**config.mk**
```make
export PLATFORM = sky130hd
export DESIGN_NAME = load_store_unit_flat
export DESIGN_NICKNAME = d
export VERILOG_FILES = /design/src/rtl/load_store_unit_if.sv /design/src/rtl/load_store_unit.sv /design/src/flat_wrapper.sv
export SDC_FILE = /design/constraint.sdc
export NUM_CORES = 1
export LEC_CHECK = 0
export CAP_MARGIN = 10
export CORE_ASPECT_RATIO = 1.2
export CORE_UTILIZATION = 45
export CTS_CLUSTER_SIZE = 16
export DETAILED_ROUTE_END_ITERATION = 7
export DONT_BUFFER_PORTS = 1
export PLACE_DENSITY_LB_ADDON = 0.15
export SLEW_MARGIN = 30
export SYNTH_ARGS = -nofsm -noshare
export SYNTH_HDL_FRONTEND = slang
export SYNTH_SLANG_ARGS = --single-unit
```
**constraint.sdc**
```tcl
create_clock -name i_clk -period 2.4 [get_ports i_clk]
set_clock_uncertainty 0.05 [all_clocks]
set_input_delay 0.12 -clock i_clk [delete_from_list [all_inputs] [get_ports i_clk]]
set_output_delay 0.12 -clock i_clk [all_outputs]
set_load 0.02 [all_outputs]
```
**src/rtl/load_store_unit_if.sv**
```systemverilog
// Single-ported data-memory request/acknowledge bus between the load/store unit (master)
// and data memory (slave).
interface load_store_unit_if;
    logic        req;
    logic        we;
    logic [31:0] addr;
    logic [31:0] wdata;
    logic [3:0]  be;
    logic [31:0] rdata;
    logic        ack;

    modport master (
        output req, we, addr, wdata, be,
        input  rdata, ack
    );

    modport slave (
        input  req, we, addr, wdata, be,
        output rdata, ack
    );
endinterface

```
**src/rtl/load_store_unit.sv**
```systemverilog
// RV32I memory-stage load/store unit: formats stores, aligns/extends loads, and stalls
// the pipeline until the data-memory access completes, faults or times out.
module load_store_unit #(
    parameter int unsigned TIMEOUT = 255
) (
    input  logic                      i_clk,
    input  logic                      i_rst,
    input  logic                      i_valid,
    input  logic                      i_mem_read,
    input  logic                      i_mem_write,
    input  logic [2:0]                i_funct3,
    input  logic [31:0]               i_addr,
    input  logic [31:0]               i_store_data,
    load_store_unit_if.master         dmem,
    output logic                      o_stall,
    output logic [31:0]               o_load_data,
    output logic [1:0]                o_fault
);

    localparam logic [7:0] CntMax = 8'(TIMEOUT - 1);

    typedef enum logic [1:0] {StIdle, StBusy, StDone} state_e;

    state_e      r_state, w_state_d;
    logic [7:0]  r_cnt, w_cnt_d;
    logic        r_req, w_req_d;
    logic        r_we, w_we_d;
    logic [3:0]  r_be, w_be_d;
    logic [31:0] r_addr, w_addr_d;
    logic [31:0] r_wdata, w_wdata_d;
    logic [2:0]  r_funct3, w_funct3_d;
    logic [1:0]  r_off, w_off_d;
    logic [31:0] r_load_data, w_load_data_d;
    logic [1:0]  r_fault, w_fault_d;

    logic        w_start;
    logic        w_illegal;
    logic        w_misaligned;
    logic [3:0]  w_fmt_be;
    logic [31:0] w_fmt_wdata;
    logic [31:0] w_shifted;
    logic [15:0] w_half;
    logic [31:0] w_ext;

    assign w_start = i_valid & (i_mem_read | i_mem_write);

    assign w_illegal = (i_mem_read & i_mem_write)
                     | (i_mem_read & ((i_funct3 == 3'b011) | (i_funct3[2:1] == 2'b11)))
                     | (i_mem_write & i_funct3[2]);

    assign w_misaligned = ((i_funct3[1:0] == 2'b01) & i_addr[0])
                        | ((i_funct3[1:0] == 2'b10) & (|i_addr[1:0]));

    always_comb begin
        w_fmt_be    = 4'b1111;
        w_fmt_wdata = i_store_data;
        case (i_funct3[1:0])
            2'b00: begin
                w_fmt_be    = 4'b0001 << i_addr[1:0];
                w_fmt_wdata = {4{i_store_data[7:0]}};
            end
            2'b01: begin
                w_fmt_be    = i_addr[1] ? 4'b1100 : 4'b0011;
                w_fmt_wdata = {2{i_store_data[15:0]}};
            end
            default: ;
        endcase
    end

    // Extraction uses the latched size/offset, not the live EX/MEM inputs.
    assign w_shifted = dmem.rdata >> {r_off, 3'b000};
    assign w_half    = r_off[1] ? dmem.rdata[31:16] : dmem.rdata[15:0];

    always_comb begin
        w_ext = dmem.rdata;
        case (r_funct3[1:0])
            2'b00:   w_ext = {{24{~r_funct3[2] & w_shifted[7]}}, w_shifted[7:0]};
            2'b01:   w_ext = {{16{~r_funct3[2] & w_half[15]}}, w_half};
            default: ;
        endcase
    end

    always_comb begin
        w_state_d     = r_state;
        w_cnt_d       = r_cnt;
        w_req_d       = r_req;
        w_we_d        = r_we;
        w_be_d        = r_be;
        w_addr_d      = r_addr;
        w_wdata_d     = r_wdata;
        w_funct3_d    = r_funct3;
        w_off_d       = r_off;
        w_load_data_d = r_load_data;
        w_fault_d     = r_fault;
        unique case (r_state)
            StIdle: begin
                if (w_start) begin
                    if (w_illegal) begin
                        w_fault_d     = 2'b11;
                        w_load_data_d = '0;
                        w_state_d     = StDone;
                    end else if (w_misaligned) begin
                        w_fault_d     = 2'b01;
                        w_load_data_d = '0;
                        w_state_d     = StDone;
                    end else begin
                        w_addr_d   = {i_addr[31:2], 2'b00};
                        w_we_d     = i_mem_write;
                        w_be_d     = i_mem_write ? w_fmt_be : 4'b0000;
                        w_wdata_d  = w_fmt_wdata;
                        w_funct3_d = i_funct3;
                        w_off_d    = i_addr[1:0];
                        w_req_d    = 1'b1;
                        w_cnt_d    = '0;
                        w_state_d  = StBusy;
                    end
                end
            end
            StBusy: begin
                if (dmem.ack) begin
                    w_req_d   = 1'b0;
                    w_fault_d = 2'b00;
                    if (!r_we) w_load_data_d = w_ext;
                    w_state_d = StDone;
                end else if (r_cnt == CntMax) begin
                    w_req_d       = 1'b0;
                    w_fault_d     = 2'b10;
                    w_load_data_d = '0;
                    w_state_d     = StDone;
                end else begin
                    w_cnt_d = r_cnt + 8'd1;
                end
            end
            StDone:  w_state_d = StIdle;
            default: w_state_d = StIdle;
        endcase
    end

    always_ff @(posedge i_clk) begin
        if (i_rst) begin
            r_state     <= StIdle;
            r_cnt       <= '0;
            r_req       <= 1'b0;
            r_we        <= 1'b0;
            r_be        <= 4'b0000;
            r_addr      <= '0;
            r_wdata     <= '0;
            r_funct3    <= '0;
            r_off       <= '0;
            r_load_data <= '0;
            r_fault     <= 2'b00;
        end else begin
            r_state     <= w_state_d;
            r_cnt       <= w_cnt_d;
            r_req       <= w_req_d;
            r_we        <= w_we_d;
            r_be        <= w_be_d;
            r_addr      <= w_addr_d;
            r_wdata     <= w_wdata_d;
            r_funct3    <= w_funct3_d;
            r_off       <= w_off_d;
            r_load_data <= w_load_data_d;
            r_fault     <= w_fault_d;
        end
    end

    assign o_stall     = ((r_state == StIdle) & w_start) | (r_state == StBusy);
    assign o_load_data = r_load_data;
    assign o_fault     = r_fault;
    assign dmem.req    = r_req;
    assign dmem.we     = r_we;
    assign dmem.be     = r_be;
    assign dmem.addr   = r_addr;
    assign dmem.wdata  = r_wdata;

endmodule

```
**src/flat_wrapper.sv**
```systemverilog
// flat-port wrapper written by rule: the top's interface ports become plain ports
module load_store_unit_flat 
#(
    parameter int unsigned TIMEOUT = 255
)
  (i_clk, i_rst, i_valid, i_mem_read, i_mem_write, i_funct3, i_addr, i_store_data, o_stall, o_load_data, o_fault, dmem_req, dmem_we, dmem_addr, dmem_wdata, dmem_be, dmem_rdata, dmem_ack);
  load_store_unit_if dmem_i ();
  input  logic i_clk;
  input  logic i_rst;
  input  logic i_valid;
  input  logic i_mem_read;
  input  logic i_mem_write;
  input  logic [2:0] i_funct3;
  input  logic [31:0] i_addr;
  input  logic [31:0] i_store_data;
  output logic o_stall;
  output logic [31:0] o_load_data;
  output logic [1:0] o_fault;
  output wire logic [$bits(dmem_i.req)-1:0] dmem_req;
  output wire logic [$bits(dmem_i.we)-1:0] dmem_we;
  output wire logic [$bits(dmem_i.addr)-1:0] dmem_addr;
  output wire logic [$bits(dmem_i.wdata)-1:0] dmem_wdata;
  output wire logic [$bits(dmem_i.be)-1:0] dmem_be;
  input wire logic [$bits(dmem_i.rdata)-1:0] dmem_rdata;
  input wire logic [$bits(dmem_i.ack)-1:0] dmem_ack;
  assign dmem_req = dmem_i.req;
  assign dmem_we = dmem_i.we;
  assign dmem_addr = dmem_i.addr;
  assign dmem_wdata = dmem_i.wdata;
  assign dmem_be = dmem_i.be;
  assign dmem_i.rdata = dmem_rdata;
  assign dmem_i.ack = dmem_ack;
  load_store_unit #(.TIMEOUT(TIMEOUT)) u_core (.i_clk(i_clk), .i_rst(i_rst), .i_valid(i_valid), .i_mem_read(i_mem_read), .i_mem_write(i_mem_write), .i_funct3(i_funct3), .i_addr(i_addr), .i_store_data(i_store_data), .dmem(dmem_i), .o_stall(o_stall), .o_load_data(o_load_data), .o_fault(o_fault));
endmodule
```
After elaboration in Yosys (flattened, before gate mapping):

Cells that the tools add are included.

* bits in registers: 117
* bits in latches: 0
* RAM bits: 0
* ROM bits: 0
* input port bits: 105
* output and inout bits: 105
* memories: 0

* add/sub/neg operators: 1
* $mul: 0
* div/mod/pow operators: 0
* order comparisons: 0
* equality and inequality tests: 15
* shift-type cells: 2
* muxes and demuxes: 36
* bitwise operators: 18
* reductions and logical operators: 11

Operators by type and width (number)
* $mux 32: 6
* $pmux 32 s2: 3
* $mux 8: 5
* $shr 32x5->8: 1
* $mux 2: 9
* $mux 16: 1
* $pmux 8 s2: 1
* $reduce_and 5->1: 2
* $and 1x1->1: 9
* $add 8x1->8 const B: 1
* $eq 8x8->1 const B: 1
* $mux 4: 2
* $ne 2x2->1 const B: 4
* $pmux 2 s2: 2
* $pmux 4 s2: 1
* $reduce_and 4->1: 2
* $eq 2x1->1 const B: 3
* $logic_not 2->1: 3
* $or 1x1->1: 6
* $reduce_and 6->1: 1
* $mux 1: 5
* $eq 2x2->1 const B: 2
* $shl 1x2->4 const A: 1
* $eq 3x2->1 const B: 1
* 9 further kinds: 11

Depth between registers and ports, before layout:

Gate-level depths: netlist of run 1.

* depth in word-level cells: 8
* mapped depth: 9

Worst setup path before layout of run 1:

Ideal clock, no wire load.

* path type: register -> register
* start: register u_core.r_we, in the netlist u_core.dmem.we
* end: register u_core.r_load_data[27], in the netlist u_core.o_load_data[27]
* data arrival time: 1.511 ns
* data required time: 2.211 ns
* slack: 0.700 ns
* cell stages (with the launch flop): 8
* period minus slack after synthesis: 1.700 ns
* path through: dfxtp_1 > clkbuf_1 > nor3_4 > and2_1 > clkbuf_2 > buf_2 > a21oi_1 > o311ai_1

* longest elaborated chain between the ends: 2

RTL lines
* from (decl): RTL line load_store_unit.sv:27 `logic r_we, w_we_d;`
* from (signal assigned): RTL line load_store_unit.sv:156 `r_we <= w_we_d;`
* $ne 3x3->1 (no line)
* $reduce_and 5->1 (no line)
* to (signal assigned): RTL line load_store_unit.sv:162 `r_load_data <= w_load_data_d;`
* to (decl): RTL line load_store_unit.sv:33 `logic [31:0] r_load_data, w_load_data_d;`

No other way between the ends.
A chain may end at the register's enable or synchronous reset.

Worst setup path after layout of run 1:

* start: register u_core.r_state[1]
* end: register u_core.r_wdata[19], in the netlist u_core.dmem.wdata[19]

* longest elaborated chain between the ends: 2

RTL lines
* from (decl): RTL line load_store_unit.sv:24 `state_e r_state, w_state_d;`
* from (signal assigned): RTL line load_store_unit.sv:141 `r_state <= StIdle;`
* from (signal assigned): RTL line load_store_unit.sv:153 `r_state <= w_state_d;`
* $logic_not 2->1: RTL line load_store_unit.sv:95 `unique case (r_state)`
* $reduce_and 4->1 (no line)
* to (signal assigned): RTL line load_store_unit.sv:159 `r_wdata <= w_wdata_d;`
* to (decl): RTL line load_store_unit.sv:30 `logic [31:0] r_wdata, w_wdata_d;`

No other way between the ends.

==> run summary, run 1 <==
share of the yosys chip area belonging to registers -> 41.07%
Mapped Area -> 5703 um2
placed insts -> 804
Final Hold Viols -> 0
crit path capture type -> flop
Post-synth EDFFs -> 0
vias in the first global route -> 5550
Post-Synth XOR/XNOR Area -> 1.075%
post-layout net count -> 866
Final ANT Viol Nets -> 0
Hold Crit Class -> input pin to flop
placed inst area -> 5665 um2
Syn Area/Cell -> 8.170 um2
Post-synth top flop -> dfxtp_1
ratio of cells with drive above 1 in the final layout -> 9.585%
Initial DRC Count -> 277
HPWL Detailed -> 10.57 mm
P per Cell Area -> 745.3 nW/um2
total global-route track usage -> 26.48%
CTS Buf Count -> 17
grt ovf -> 0
Peak VDD IR -> 443.0 uV
Pwr Total -> 0.005418 W
final max-slew violation count -> 0
drt drc -> 0
final setup TNS -> 0 ns
wire length per cell -> 18.80 um
crit path time final -> 2.232 ns
die width -> 104.8 um
Adder-Cell Fraction of Synth Area -> 0.4388%
core area -> 12220 um2
largest family of logic cells by synthesized area -> compound AO/OA/AOI/OAI gates
multiplexer share of the synthesized area -> 3.423%
Die H -> 125.3 um
P&R area growth vs syn -> 27.47%
CTS tree -> done
fin crit share -> 92.98%
drt first pass iters -> 5
number of core rows -> 44
Initial Util -> 46.66%
simple logic cell fraction of the synthesized area -> 19.96%
fillers -> 1089
Req. time, crit path -> 2.70 ns
Hold Slack -> 0.01694 ns
clk slew on worst S/H paths -> 0.06 ns
Synth Register Bits -> 117
io pins -> 210
status -> finished, final reports clean
leading area contributor after synthesis -> dfxtp_1
slew of the pin with the lowest slew margin -> 0.9345 ns
antenna violations before repair -> 0
synth warn -> 0
CTS Sinks -> 117
critical path peak fanout -> 88
H-tree levels -> 4
setup violators final -> 0
max cap viols -> 0
die area -> 13130 um2
RSZ-0062 raised after global routing -> false
Root Buffer -> clkbuf_16
Setup crit start kind -> flop
synth top area cells -> dfxtp_1, nand2_1, a21oi_1
Avg Vias per Cell -> 5.839
non-filler cells, final -> 933
first-pass GRT wire length -> 27.88 mm
overall routed net length -> 17.54 mm
Leak Pwr -> 2.536 nW
crit path DAT -> 2.53 ns
clk_lat worst skew -> 0.41 ns
Max clock buf depth -> 2
GPL Wtd Cong -> 0.8431
Reg area -> 2342 um2
area of the multi-input gates -> 2887 um2
fmax -> 0.4481 GHz
top-area cell type share of the netlist area -> 41.07%
compound-gate portion of the synthesized area -> 25.47%
Finished Cell Area -> 7269 um2
postcts setup bufs -> 0
relative slew slack -> 37.55%
Post-synth ARST share -> 0%
Inserted Diodes -> 0
via count -> 5448
largest net degree at the start of global routing -> 101
# port buffers -> 0
critical path class -> flop to flop
synth unique cells -> 59
Synth Instances -> 698
-- critical path, cell delays in order, from the launching register on --
cell and delay, ns:
dfxtp_1 0.34, nor2_1 0.11, o211a_1 0.19, and3_2 0.22, buf_12 0.32, nor2_1 0.10
a211oi_2 0.22, dlygate4sd3_1 0.59
-- registers in the layout, indices dropped and copies added (netlist names) --
name / count
u_core.dmem.be: 4
u_core.o_load_data: 32
u_core.r_cnt: 8
u_core.dmem.req: 1
u_core.r_funct3: 3
u_core.r_off: 2
u_core.o_fault: 2
u_core.dmem.we: 1
u_core.dmem.wdata: 32
u_core.r_state: 2
u_core.dmem.addr: 30
-- power by group --
part           internal [W]  leakage, nW  switching, W
combinational      0.000260         1.29      0.000338
clock               0.00167        0.297      0.000951
sequential          0.00203        0.949      0.000169
total               0.00396         2.54       0.00146
-- layer usage --
layer,up-vias,share of wire (%),GRT usage (%)
li1,2593,-,-
met1,2553,38,29.75
met2,256,49,45.58
met3,46,9.6,8.290
met4,0,3.2,12.26
met5,-,0,0
-- kinds of logic after synthesis --
logic type,Yosys count
AO/OA/AOI/OAI,197
adder cells (fa/ha/maj),2
flip-flops,117
XOR/XNOR,7
buffers and inverters,104
multiplexers,19
AND/OR/NAND/NOR,251
other,1
-- worst paths after layout --
kind | end | startpoint | cells past startpoint | slack (ns)
worst min-delay path | u_core.dmem.be[1]$_SDFFE_PP0P_ | i_addr[0] | 4 | 0.02
worst max register to register | u_core.dmem.wdata[19]$_SDFFE_PP0P_ | u_core.r_state[1]$_SDFFE_PP0P_ | 7 | 0.17
worst min register to register | u_core.r_funct3[2]$_SDFFE_PP0P_ | u_core.r_funct3[2]$_SDFFE_PP0P_ | 2 | 0.46
worst max-delay path | u_core.dmem.wdata[19]$_SDFFE_PP0P_ | u_core.r_state[1]$_SDFFE_PP0P_ | 7 | 0.17
-- Yosys cell counts, drive strengths merged (10+ instances only) --
cell type / number
a21oi: 78
buf: 28
clkbuf: 36
dfxtp: 117
inv: 39
mux2i: 18
nand2: 145
nand4: 34
nor2: 42
nor3: 10
o21ai: 29
o311ai: 32
-- through the flow --
step	worst slack [ns]	util, %
floorplan	0.7000	-
global placement	0.2636	46.36
detailed placement	0.2114	46.36
CTS	0.1996	59.48
global route	0.03039	59.48
finish	0.1685	59.48
-- placed cells by master, fill, tap and decap left out, types with 3 or more instances in the layout --
| master | synthesis | routed |
|---|---|---|
| o311ai_2 | 12 | 12 |
| dfxtp_1 | 117 | 117 |
| buf_4 | 7 | 6 |
| nand2_1 | 144 | 144 |
| o221ai_1 | 8 | 8 |
| o21ai_0 | 27 | 27 |
| xor2_1 | 4 | 4 |
| inv_1 | 39 | 39 |
| o311ai_1 | 18 | 19 |
| a311oi_1 | 8 | 8 |
| nor3_1 | 9 | 9 |
| and2_1 | 3 | 3 |
| a21oi_1 | 77 | 77 |
| clkbuf_16 | 0 | 17 |
| nand4_1 | 34 | 34 |
| a31oi_1 | 9 | 9 |
| bufinv_16 | 0 | 3 |
| nor2b_1 | 3 | 3 |
| dlygate4sd3_1 | 0 | 96 |
| nor2_1 | 41 | 41 |
| clkinv_4 | 0 | 4 |
| xnor2_1 | 3 | 3 |
| o211ai_1 | 4 | 4 |
| a221o_1 | 8 | 8 |
| a211oi_2 | 8 | 8 |
| o21a_1 | 3 | 3 |
| inv_6 | 0 | 3 |
| mux2i_1 | 18 | 18 |
-- layout make-up --
class,instances,share of cell area (%)
multi-input cells,478,39.71
inverters,40,2.065
repair buffers,105,14.77
well taps,161,2.771
clock buffers,18,6.041
clock inverters,14,2.427
flip-flops and latches,117,32.22
-- timing repair --
action                                 4_1_cts  5_1_grt
setup endpoints to repair                    0        1
gates resized for setup                      0        1
hold buffers                                97        0
endpoints found under the hold margin      108        0
Note: power is estimated with default switching activity, not from simulation.
==> run 2, diff against run 1 <==
--- a/config.mk
+++ b/config.mk
@@ -7,7 +7,7 @@
 export LEC_CHECK = 0
 export CAP_MARGIN = 10
 export CORE_ASPECT_RATIO = 1.2
-export CORE_UTILIZATION = 45
+export CORE_UTILIZATION = 63
 export CTS_CLUSTER_SIZE = 16
 export DETAILED_ROUTE_END_ITERATION = 7
 export DONT_BUFFER_PORTS = 1
==> run summary, run 2 (synthesized netlist as in run 1, its figures left out) <==
status -> finished, final reports clean
Max stage delay on crit path -> 0.60 ns
drt drc -> 0
crit path DAT -> 2.74 ns
most used cell, CP -> nor2_1
Avg Vias per Cell -> 6.923
ratio of cells with drive above 1 in the final layout -> 9.371%
Req. time, crit path -> 2.81 ns
clk_lat worst skew -> 0.51 ns
r2r setup slk -> 0.07 ns
postcts setup bufs -> 0
Setup crit start kind -> flop
slew of the pin with the lowest slew margin -> 0.9415 ns
final max-slew violation count -> 0
H-tree levels -> 4
Leak Pwr -> 2.710 nW
crit path capture type -> flop
crit-path leading delay family -> buffers and inverters
highest metal used -> met4
Root Buffer -> clkbuf_8
setup violators final -> 0
vias in the first global route -> 6262
fmax -> 0.4288 GHz
Final Hold Viols -> 0
Initial Util -> 65.88%
area of the multi-input gates -> 2898 um2
CTS Buf Count -> 17
P per Cell Area -> 724.1 nW/um2
overall routed net length -> 22.86 mm
critical path peak fanout -> 22
CP Depth -> 7
first-pass GRT wire length -> 32.84 mm
CTS tree -> done
Final ANT Viol Nets -> 0
Die H -> 106.2 um
Peak VDD IR -> 640.9 uV
total global-route track usage -> 46.26%
grt ovf -> 0
CP bufs+invs -> 2
Min-Delay Startpoint -> dmem_rdata[24]
P&R area growth vs syn -> 33.92%
RSZ-0062 raised after global routing -> true
max cap viols -> 0
wire length per cell -> 24.58 um
critical path class -> flop to flop
Met3 Routed Length -> 2.970 mm
CTS Sinks -> 117
hold endpoint -> u_core.o_load_data[8]$_SDFFE_PP0P_
Initial DRC Count -> 862
via count -> 6438
most frequent cells in the layout -> nand2_1, dlygate4sd3_1, dfxtp_1
die area -> 9439 um2
DRT met1 WL -> 7.628 mm
Reg area -> 2342 um2
commonest non-fill, non-tap cell in the layout -> nand2_1
Hold Slack -> 0.0005733 ns
HPWL Detailed -> 10.23 mm
post-layout net count -> 906
fin crit share -> 97.17%
reg2reg path depth -> 7
drt first pass iters -> 6
final setup TNS -> 0 ns
# port buffers -> 0
number of core rows -> 37
antenna violations before repair -> 1
Hold Path Depth -> 3
core area -> 8657 um2
crit path time final -> 2.332 ns
relative slew slack -> 37.08%
largest net degree at the start of global routing -> 105
Hold Crit Class -> input pin to flop
GPL Wtd Cong -> 0.9390
fillers -> 403
clk slew on worst S/H paths -> 0.06 ns
Max clock buf depth -> 2
Critical R2R Launch -> u_core.r_state[1]$_SDFFE_PP0P_
io pins -> 210
r2r endpoint -> u_core.dmem.wdata[8]$_SDFFE_PP0P_
crit-path cells -> nor2_1 -> o211a_1 -> and3_4 -> buf_16 -> nor2_1 -> a311oi_1 -> dlygate4sd3_1
metal2 WL -> 10.55 mm
die width -> 88.86 um
Crit-path slowest cell -> dlygate4sd3_1
==> run 2: area by class of cell <==
class,count,area share (%)
Antenna cell,2,0.06553
Clock buffer,22,6.062
Clock inverter,9,1.655
Inverter,40,1.966
Multi-Input combinational cell,478,37.94
Sequential cell,117,30.67
Tap cell,117,1.917
Timing Repair Buffer,145,19.72
==> run 2: power by group <==
part	switching (W)	leakage (nW)	internal (W)
clock network	0.000918	0.291	0.00165
registers	0.000185	0.949	0.00203
logic	0.000424	1.47	0.000321
==> run 2: timing repair <==
action | in CTS | in global routing
setup endpoints to repair | 0 | 11
hold buffers | 134 | 0
gates resized for setup | 0 | 6
hold endpoints to repair | 111 | 0
==> run 2: worst register-to-register path: stages, from the launching register on <==
cell,delay (ns)
dfxtp_1,0.35
nor2_1,0.16
o211a_1,0.24
and3_4,0.29
buf_16,0.19
nor2_1,0.08
a311oi_1,0.32
dlygate4sd3_1,0.60
==> run 2: stage by stage <==
stage | cell area, um2 | util (%) | total power [W] | setup slack, ns | cells
6_report | 7637 | 88.22 | 0.005530 | 0.06792 | 930
5_1_grt | 7635 | 88.19 | 0.005652 | 0.005456 | 929
4_1_cts | 7564 | 87.37 | 0.005370 | 0.005351 | 926
3_5_place_dp | 5605 | 64.75 | 0.002635 | 0.1764 | 761
3_3_place_gp | 5605 | 64.75 | 0.002616 | 0.3009 | 761
2_1_floorplan | 5707 | - | 0.002614 | 0.7000 | 699
==> run 2: worst max path at each step <==
stage,start,end
final,u_core.r_state[1]$_SDFFE_PP0P_,u_core.dmem.wdata[8]$_SDFFE_PP0P_
after CTS,i_funct3[1],u_core.dmem.wdata[11]$_SDFFE_PP0P_
after detailed placement,u_core.r_cnt[0]$_SDFFE_PP0P_,u_core.o_load_data[7]$_SDFFE_PP0P_
after floorplan,u_core.dmem.we$_SDFFE_PP0P_,u_core.o_load_data[27]$_SDFFE_PP0P_
after global placement,u_core.r_cnt[0]$_SDFFE_PP0P_,u_core.o_load_data[8]$_SDFFE_PP0P_
after global routing,u_core.r_cnt[0]$_SDFFE_PP0P_,u_core.o_load_data[25]$_SDFFE_PP0P_
==> run 2: per-layer routing <==
metal  track usage (%)  vias up
li1                  -     2682
met1             51.71     2934
met2             74.12      641
met3             15.68      181
met4             29.38        0
met5                 0        -
==> run 3, diff against run 2 <==
--- a/config.mk
+++ b/config.mk
@@ -11,6 +11,7 @@
 export CTS_CLUSTER_SIZE = 16
 export DETAILED_ROUTE_END_ITERATION = 7
 export DONT_BUFFER_PORTS = 1
+export MAX_ROUTING_LAYER = met4
 export PLACE_DENSITY_LB_ADDON = 0.15
 export SLEW_MARGIN = 30
 export SYNTH_ARGS = -nofsm -noshare
==> run summary, run 3 (synthesized netlist as in run 1, its figures left out) <==
Final Hold Viols -> 0
vias in the first global route -> 5838
crit path capture type -> flop
status -> finished, final reports clean
Peak VDD IR -> 591.9 uV
core area -> 8657 um2
Hold Path Depth -> 4
Hold Crit Class -> input pin to flop
RSZ-0062 raised after global routing -> false
fmax -> 0.4454 GHz
via count -> 6052
Hold Slack -> 0.01695 ns
sequential share of power -> 41.0%
P&R area growth vs syn -> 29.40%
NetSw -> 0.001504 W
P per Cell Area -> 729.7 nW/um2
Die H -> 106.2 um
ratio of cells with drive above 1 in the final layout -> 9.722%
Max clock buf depth -> 2
GPL Wtd Cong -> 0.9266
wire length per cell -> 22.73 um
r2r endpoint -> u_core.dmem.wdata[4]$_SDFFE_PP0P_
final setup TNS -> 0 ns
Final ANT Viol Nets -> 0
Root Buffer -> clkbuf_8
max cap viols -> 0
fin crit share -> 93.54%
crit-path cells -> nor2_1 -> o211a_1 -> and3_2 -> buf_12 -> nand2_1 -> a21oi_1 -> dlygate4sd3_1
hold endpoint -> u_core.o_load_data[2]$_SDFFE_PP0P_
CTS Sinks -> 117
clock power share -> 46.3%
Crit-path slowest cell -> dlygate4sd3_1
slew of the pin with the lowest slew margin -> 0.7849 ns
most frequent cells in the layout -> nand2_1, dfxtp_1, dlygate4sd3_1
fillers -> 448
crit path time final -> 2.245 ns
Min-Delay Startpoint -> dmem_rdata[26]
largest net degree at the start of global routing -> 108
Gate power share -> 12.7%
number of core rows -> 37
total global-route track usage -> 44.54%
commonest non-fill, non-tap cell in the layout -> nand2_1
setup violators final -> 0
overall routed net length -> 20.73 mm
antenna violations before repair -> 3
grt ovf -> 0
Avg Vias per Cell -> 6.636
Max stage delay on crit path -> 0.58 ns
reg2reg path depth -> 7
Internal Pwr Total -> 0.003881 W
critical path peak fanout -> 88
Final Util -> 85.24%
drt drc -> 0
r2r setup slk -> 0.15 ns
Setup crit start kind -> flop
Sw Ratio -> 27.92%
post-layout net count -> 887
die area -> 9439 um2
HPWL Detailed -> 10.27 mm
clk_lat worst skew -> 0.53 ns
die width -> 88.86 um
CTS tree -> done
io pins -> 210
Critical R2R Launch -> u_core.r_state[1]$_SDFFE_PP0P_
critical path class -> flop to flop
crit path DAT -> 2.67 ns
clk slew on worst S/H paths -> 0.06 ns
Initial Util -> 65.88%
Req. time, crit path -> 2.83 ns
H-tree levels -> 4
# port buffers -> 0
drt first pass iters -> 6
postcts setup bufs -> 0
Leak Pwr -> 2.589 nW
first-pass GRT wire length -> 30.61 mm
CTS Buf Count -> 17
final max-slew violation count -> 0
Initial DRC Count -> 630
relative slew slack -> 47.50%
-- run 3: changes by cell type in the layout (fill, tap and decap cells not counted), moves of 2 or more --
| cell | delta |
|---|---|
| dlygate4sd3_1 | -18 |
| clkbuf_8 | -3 |
| clkbuf_16 | -2 |
| clkinvlp_4 | +2 |
| o311ai_0 | +2 |
| o311ai_1 | -2 |
-- run 3: per-stage QoR --
stage / area, um2 / std cells / worst slack [ns] / power (W)
6_report: 7380 / 912 / 0.1550 / 0.005385
5_1_grt: 7380 / 912 / 0.03292 / 0.005520
4_1_cts: 7361 / 908 / 0.1027 / 0.005311
3_5_place_dp: 5605 / 761 / 0.1273 / 0.002633
3_3_place_gp: 5605 / 761 / 0.3007 / 0.002617
2_1_floorplan: 5707 / 699 / 0.7000 / 0.002614
-- run 3: timing repair --
action / CTS / global route
hold endpoints to repair: 117 / 0
setup endpoints to repair: 0 / 3
resized for setup: 0 / 3
hold buffers: 116 / 0
-- run 3: worst max path at each step --
stage	from	endpoint	depth (start not counted)
global route	u_core.r_state[1]$_SDFFE_PP0P_	u_core.dmem.be[0]$_SDFFE_PP0P_	7
detailed placement	u_core.r_cnt[1]$_SDFFE_PP0P_	u_core.o_load_data[8]$_SDFFE_PP0P_	6
global placement	u_core.r_cnt[0]$_SDFFE_PP0P_	u_core.o_load_data[8]$_SDFFE_PP0P_	7
finish	u_core.r_state[1]$_SDFFE_PP0P_	u_core.dmem.wdata[4]$_SDFFE_PP0P_	7
floorplan	u_core.dmem.we$_SDFFE_PP0P_	u_core.o_load_data[27]$_SDFFE_PP0P_	7
CTS	u_core.r_cnt[1]$_SDFFE_PP0P_	u_core.o_load_data[7]$_SDFFE_PP0P_	6
-- run 3: cell type report --
cell class	instances	area, um2	area share, %
multi-input cells	479	2902	39.32
flip-flops and latches	117	2344	31.76
repair buffers	125	1254	16.99
clock buffers	18	417.9	5.663
clock inverters	13	158.9	2.153
inverters	40	150.1	2.035
well taps	117	146.4	1.984
diodes	3	7.507	0.1017
-- run 3: power by group through the flow --
stage	clock network [W]	registers, W	logic (W)
after global routing	0.00258	0.00222	0.000719
after global placement	0	0.00224	0.000379
after CTS	0.00250	0.00220	0.000616
final	0.00249	0.00221	0.000681
after floorplan	0	0.00221	0.000405
after detailed placement	0	0.00224	0.000394
-- run 3: routing by layer --
| metal | GRT usage [%] | wire [um] | vias to the layer above |
|---|---|---|---|
| li1 | - | - | 2637 |
| met1 | 47.18 | 7052 | 2760 |
| met2 | 68.85 | 9584 | 509 |
| met3 | 18.48 | 2738 | 146 |
| met4 | 26.15 | 1358 | 0 |
| met5 | - | 0 | - |
-- run 3: worst max-delay path, delay by kind of cell, from the launching register on --
kind	cells	cell delay, ns
DFF	1	0.34
AOI/OAI and AO/OA	2	0.39
and+or+nand+nor	3	0.47
buffers and inverters	2	0.92
